==> config.mk <==
export PLATFORM = sky130hd
export DESIGN_NAME = prefetch_unit
export DESIGN_NICKNAME = d
export VERILOG_FILES = /design/src/rtl/prefetch_unit.sv
export SDC_FILE = /design/constraint.sdc
export NUM_CORES = 1
export LEC_CHECK = 0
export CORE_ASPECT_RATIO = 0.9
export CORE_MARGIN = 1.5
export CORE_UTILIZATION = 48
export CTS_CLUSTER_SIZE = 40
export DETAILED_ROUTE_END_ITERATION = 10
export PLACE_DENSITY = 0.78
export RECOVER_POWER = 100
export SYNTH_ARGS = -nofsm -noshare
export SYNTH_HDL_FRONTEND = slang
export SYNTH_SLANG_ARGS = --single-unit
==> constraint.sdc <==
create_clock -name clk -period 4.4 [get_ports clk]
set_input_delay 0.88 -clock clk [delete_from_list [all_inputs] [get_ports clk]]
set_output_delay 0.88 -clock clk [all_outputs]
set_load 0.02 [all_outputs]
==> src/rtl/prefetch_unit.sv <==
// prefetch_unit: instruction-fetch front end with a DEPTH-entry prefetch queue.
// Keeps a fetch PC, issues one memory request at a time, buffers returned words
// with their PC, and presents the oldest {PC, NPC, IR} to decode.
// A redirect (j/jPC) flushes the queue and discards any in-flight response.
// Optional feature: define PREFETCH_BYPASS_EN to forward a response straight to
// decode in the same cycle when the queue is empty.
module prefetch_unit #(
  parameter int unsigned     bits     = 32,
  parameter int unsigned     DEPTH    = 4,
  parameter logic [bits-1:0] RESET_PC = '0
) (
  input  logic            clk,
  input  logic            rst,
  input  logic            j,
  input  logic [bits-1:0] jPC,
  input  logic            stall,
  input  logic            mem_ready,
  input  logic            valid,
  input  logic [bits-1:0] Rdata,
  output logic            proc_req,
  output logic [bits-1:0] Add,
  output logic            out_valid,
  output logic [bits-1:0] PC,
  output logic [bits-1:0] NPC,
  output logic [bits-1:0] IR
);

  localparam int unsigned     PtrW = $clog2(DEPTH);
  localparam logic [bits-1:0] Step = bits'(4);

  typedef enum logic [1:0] {StIdle, StWait, StDrop} state_e;

  state_e          state_q, state_d;
  logic [bits-1:0] fetch_pc_q, fetch_pc_d;
  logic [bits-1:0] issue_pc_q;
  logic [PtrW-1:0] rd_ptr_q, wr_ptr_q;
  logic [PtrW:0]   count_q, count_d;
  logic [bits-1:0] pc_mem [DEPTH];
  logic [bits-1:0] ir_mem [DEPTH];

  logic accept;
  logic resp_ok;
  logic push;
  logic pop;
  logic head_valid;
  logic bypass;

  assign Add        = fetch_pc_q;
  assign head_valid = (count_q != '0);
  assign accept     = proc_req & mem_ready;
  // A response that belongs to the current fetch stream.
  assign resp_ok    = (state_q == StWait) & valid & !j;
  assign pop        = head_valid & !stall & !j;

`ifdef PREFETCH_BYPASS_EN
  // Empty queue: forward the response directly; it is only queued if decode stalls.
  assign bypass = resp_ok & !head_valid;
  assign push   = resp_ok & !(bypass & !stall);
`else
  assign bypass = 1'b0;
  assign push   = resp_ok;
`endif

  // Request FSM next state and request strobe.
  always_comb begin
    state_d  = state_q;
    proc_req = 1'b0;
    case (state_q)
      StIdle: begin
        // Nothing outstanding, so the credit check reduces to "queue not full";
        // count never exceeds DEPTH, so its MSB flags full.
        proc_req = rst & !j & !count_q[PtrW];
        if (proc_req && mem_ready) state_d = StWait;
      end
      StWait: begin
        if (valid)  state_d = StIdle;
        else if (j) state_d = StDrop;
      end
      StDrop: begin
        if (valid) state_d = StIdle;
      end
      default: state_d = StIdle;
    endcase
  end

  // Fetch PC: redirect wins over sequential advance; wraps naturally.
  always_comb begin
    fetch_pc_d = fetch_pc_q;
    if (j)           fetch_pc_d = jPC;
    else if (accept) fetch_pc_d = fetch_pc_q + Step;
  end

  // Queue occupancy; simultaneous push and pop leaves it unchanged.
  always_comb begin
    count_d = count_q;
    if (push && !pop)      count_d = count_q + 1'b1;
    else if (pop && !push) count_d = count_q - 1'b1;
  end

  // Head presentation; outputs are zero when nothing is queued.
  always_comb begin
    out_valid = head_valid | bypass;
    PC        = '0;
    NPC       = '0;
    IR        = '0;
    if (head_valid) begin
      PC  = pc_mem[rd_ptr_q];
      NPC = pc_mem[rd_ptr_q] + Step;
      IR  = ir_mem[rd_ptr_q];
    end else if (bypass) begin
      PC  = issue_pc_q;
      NPC = issue_pc_q + Step;
      IR  = Rdata;
    end
  end

  // Control state: FSM, fetch PC, issue PC and queue pointers.
  always_ff @(posedge clk or negedge rst) begin
    if (!rst) begin
      state_q    <= StIdle;
      fetch_pc_q <= RESET_PC;
      issue_pc_q <= RESET_PC;
      rd_ptr_q   <= '0;
      wr_ptr_q   <= '0;
      count_q    <= '0;
    end else begin
      state_q    <= state_d;
      fetch_pc_q <= fetch_pc_d;
      if (accept) issue_pc_q <= fetch_pc_q;
      if (j) begin
        rd_ptr_q <= '0;
        wr_ptr_q <= '0;
        count_q  <= '0;
      end else begin
        if (push) wr_ptr_q <= wr_ptr_q + 1'b1;
        if (pop)  rd_ptr_q <= rd_ptr_q + 1'b1;
        count_q <= count_d;
      end
    end
  end

  // Queue storage; contents are qualified by count, so no reset is needed.
  always_ff @(posedge clk) begin
    if (push) begin
      pc_mem[wr_ptr_q] <= issue_pc_q;
      ir_mem[wr_ptr_q] <= Rdata;
    end
  end

endmodule

# [Word-level counts from Yosys, hierarchy flattened]
# Memories as Yosys holds them, arrays and structs flattened.
# Index checks and enable logic that the tools add are counted.
[totals] inputBits=70 register_bits=73 ramBits=256 n_memories=2
[mem_list] name="ir_mem" words=4 width=32 read_ports=1 rd_clocked_by_memory_dff=0 write_ports=1 line="39" text="logic [bits-1:0] ir_mem [DEPTH];"
[mem_list] name="pc_mem" words=4 width=32 read_ports=1 rd_clocked_by_memory_dff=0 write_ports=1 line="38" text="logic [bits-1:0] pc_mem [DEPTH];"
[classes] bitwise=7 reduce_logical=15 n_eq_ne=5 muxes=20 n_addsub=6
[op_table] op="$mux 32" count=5
[op_table] op="$add 32x3->32 const B" count=2
[op_table] op="$mux 2" count=8
[op_table] op="$mux 3" count=3
[op_table] op="$and 1x1->1" count=7
[op_table] op="$pmux 2 s3" count=1
[op_table] op="$reduce_bool 2->1" count=3
[op_table] op="$reduce_bool 3->1" count=2
[op_table] op="$logic_not 1->1" count=5
[op_table] op="$add 2x1->2 const B" count=2
[op_table] op="$ne 2x2->1 const B" count=2
[op_table] op="$add 3x1->3 const B" count=1
[op_table] op="$logic_and 1x1->1" count=3
[op_table] op="$mux 1" count=3
[op_table] op="$ne 3x3->1 const B" count=1
[op_table] op="$reduce_and 3->1" count=1
[op_table] op="$sub 3x1->3 const B" count=1
[op_table] op="$eq 2x1->1 const B" count=1
[op_table] op="$eq 2x2->1 const B" count=1
[op_table] op="$logic_not 2->1" count=1

# [Depth between registers and ports, before layout]
[logic_depth] ltp_word=8 depth_mapped=10 depth_no_buf=7

# [Worst setup path after synthesis]
# Ideal clock, no wire load.
[synth_timing] kind="flip-flop to output port" from="register rd_ptr_q[0]" to="output NPC[24]" setup_slack_ns=0.910 required_time_ns=3.520 arrival_ns=2.610 path_stages_with_launch=10 path_cell_list="dfrtp_1 buf_6 buf_12 mux4_1 ha_1 nand2_1 o22ai_1 nand3_2 or4_1 a21oi_1"
[synth_via] elab_chain_len=3
[synth_rtl] item="start, declared" line="36" text="logic [PtrW-1:0] rd_ptr_q, wr_ptr_q;"
[synth_rtl] item="start signal, assigned" line="136" text="if (pop) rd_ptr_q <= rd_ptr_q + 1'b1;"
[synth_rtl] item="$mem_v2 4x32"
[synth_rtl] item="$add 32x3->32" line="108" text="NPC = pc_mem[rd_ptr_q] + Step;"
[synth_rtl] item="$mux 32" line="106" text="if (head_valid) begin"
[synth_rtl] item="end, declared" line="24" text="output logic [bits-1:0] NPC,"
# Every way passes these cells.

# [Worst setup path after layout]
[layout_timing] from="register rd_ptr_q[0]" to="output NPC[31]"
# Same word-level chain as after synthesis.

==> metrics.txt <==
status=complete, but fails checks; failing checks=max-capacitance violations, max-slew violations; Tcrit/Tclk final=97.80%; CP endpoint kind=primary output; Final ANT Viol Nets=0; Clock Latency Late Sink=0.54 ns; routed length per instance=20.54 um; die width=184.4 um; Setup WS pre-CTS=0.2736 ns; I/O Pins=200; Slew Viols, Final=236; Worst-path clk slew=0.06 ns; H-tree Lvls=1; Critical Path Start Type=flop; DP Wirelength=20,650 um; Max stage delay on crit path=0.66 ns; asr flop ratio synth=22.19%; worst slew pin tran=1.903 ns; cell count after synthesis=948; drt pass-1 iters=5; gr ovfl total=0; Synth area leaders=edfxtp_1 (54%), dfrtp_1 (13%), mux4_2 (8.1%), nand2_1 (3.7%), and2_1 (3.1%); Layout area overhead=24.87%; DRC=0; final setup fails=0; first-pass GRT wire length=50,200 um; placed cell count=1,508; Register-to-Register Path Depth=3; met2 Usage GRT=33.04%; maxcap violations=6; CTS root buffer=clkbuf_16; Final Hold Fails=0; Critical Path Stages=7; IO buf count=199; YS warnings=0; WS Path Type=reg -> out; Post-Route Skew=0.01601 ns; power per cell area=576.4 nW/um^2; Primary FF master, synth=edfxtp_1; initial antenna violation count=4; Fmax achieved=232.4 MHz; mapped cell area=14,210 um^2; Worst path slowest cell=mux4_1; core area=29,010 um^2; CP Data Required Time=3.52 ns; WP data arrival=3.42 ns; GR Util met1=31.99%; post-route minimum period=4.303 ns; post-synth top area share=54.09%; Clock Path Buffers=3; share of layout cells above drive strength 1=13.80%; Yosys top cell by area=edfxtp_1; met3 Use GR=2.961%; Via density=5.606; initial cell density of the core=48.99%; Final Net Count=1,235; Synth Register Bits=329; Avg Cell Area, Syn=14.99 um^2; Slew Limit Headroom=-26.87%; Total Power=10.23 mW; final cell count without fillers=1,580; worst hold path class=in -> async; P_leak=6.271 nW; CTS Buf Count=31; setup slack after layout=0.09697 ns; final hold slack=0.3205 ns; final wirelength=32,450 um; Netlist cell types=60; cell area after layout=17,750 um^2; CTS tree=yes; number of global-route vias before repair=8,734; die height=166.2 um; Area after DPL=16,630 um^2; busiest grt layer=met2; critical path peak fanout=22; CP top delay family=multiplexers; row cnt=59; TritonCTS sink count=329; post-synthesis sequential area ratio=66.94%; CP bufs+invs=2; EDFF count, synth=256; top cells by count, synth=edfxtp_1 (256), nand2_1 (140), dfrtp_1 (73); GRT Total Usage=21.16%; Starting DRT DRC Count=853; crit path cell chain=buf_16 > mux4_1 > and4_4 > and4_1 > nand4_1 > mux2_2 > clkdlybuf4s50_1; Vias=8,858; VDD IR-drop max=0.3444 mV; syn_nets=1,025; RePlAce Congestion=0.8405; most common cell in the netlist=edfxtp_1; die area=30,650 um^2; largest net degree at the start of global routing=68
-- kinds of logic (layout without fill, tap and decap cells) --
family	count (synthesis)	in the layout	share of synthesized area (%)
compound gates	101	101	4.596
other cells	0	3	0
flops	329	329	66.94
xor+xnor	16	16	0.9860
buf+inv	71	303	2.597
simple gates	345	346	12.55
mux	79	79	11.66
fa+ha+maj	7	7	0.6691
-- final timing paths --
path	start	to	slack (ns)
max in group asynchronous	rst	rd_ptr_q[1]	1.83
min	rst	issue_pc_q[2]	0.32
min reg2reg	issue_pc_q[6]	pc_mem[1][6]	0.52
max reg2reg	state_q[0]	pc_mem[2][17]	0.95
max	rd_ptr_q[0]	NPC[31]	0.1
min in group clk	issue_pc_q[6]	pc_mem[1][6]	0.52
-- cell type report --
| class | instances | area [um^2] |
|---|---|---|
| diodes | 3 | 7.507 |
| clock inverters | 20 | 216.5 |
| well taps | 396 | 495.5 |
| repair buffers | 231 | 2286 |
| clock buffers | 36 | 794.5 |
| multi-input cells | 549 | 4365 |
| flip-flops and latches | 329 | 9522 |
| fillers | 2123 | 11260 |
| inverters | 16 | 60.06 |
-- sequential cells by signal, indices dropped and copies added, names as in the netlist --
name / count
ir_mem: 128
pc_mem: 128
Add: 32
issue_pc_q: 32
count_q: 3
rd_ptr_q: 2
state_q: 2
wr_ptr_q: 2
-- power by group --
part	leakage (nW)	internal [mW]	switching [mW]	total, mW
sequential	3.23	3.72	0.344	4.07
combinational	2.55	1.61	1.90	3.51
clock	0.492	1.57	1.08	2.65
-- per-layer routing --
metal / up-vias / share of wire, %
li1: 4053 / -
met1: 4437 / 45
met2: 334 / 48
met3: 34 / 6.2
met4: 0 / 1.2
met5: - / 0
-- metrics by stage --
| stage | TNS [ns] | util (%) |
|---|---|---|
| 6_report | 0 | 61.17 |
| 5_1_grt | -0.02770 | 61.16 |
| 4_1_cts | 0 | 61.19 |
| 3_5_place_dp | 0 | 57.34 |
| 3_3_place_gp | 0 | 57.34 |
| 2_1_floorplan | 0 | - |
-- timing repair --
| item | 4_1_cts | 5_1_grt |
|---|---|---|
| hold endpoints to repair | 0 | 0 |
| setup buffers | 4 | 7 |
| cloned | 1 | 1 |
| hold buffers | 0 | 0 |
| setup endpoints to repair | 16 | 13 |
| pin swaps | 1 | 3 |
| gates resized for setup | 24 | 14 |
-- placed cells by master (no fill, tap or decap), types with 4 or more instances in the layout --
master           instances
xnor2_1                  8
a21oi_1                 21
bufinv_16                5
and2_1                  24
nor4_2                   4
or3_1                    5
dlygate4sd3_1           99
xor2_1                   8
a41oi_1                  5
and3_1                   6
nor4_1                   7
and2_0                  47
clkbuf_16               31
inv_1                   15
clkinv_2                 5
nand4_1                 17
nand3_1                 14
edfxtp_1               256
mux4_1                   7
o31ai_1                  4
clkdlybuf4s50_1         88
clkinv_1                10
dfrtp_1                 71
dlymetal6s2s_1           4
or4_1                    5
o311ai_0                11
nor2_1                  40
o21ai_0                 35
dlygate4sd2_1            4
a221o_1                  6
buf_4                   18
o211ai_1                 5
mux4_2                  57
clkbuf_1                10
mux2_2                  12
ha_1                     6
clkbuf_2                 5
and4_1                   5
nand2_1                140
nor3_1                   9
Power figures use the tool's default switching activity.
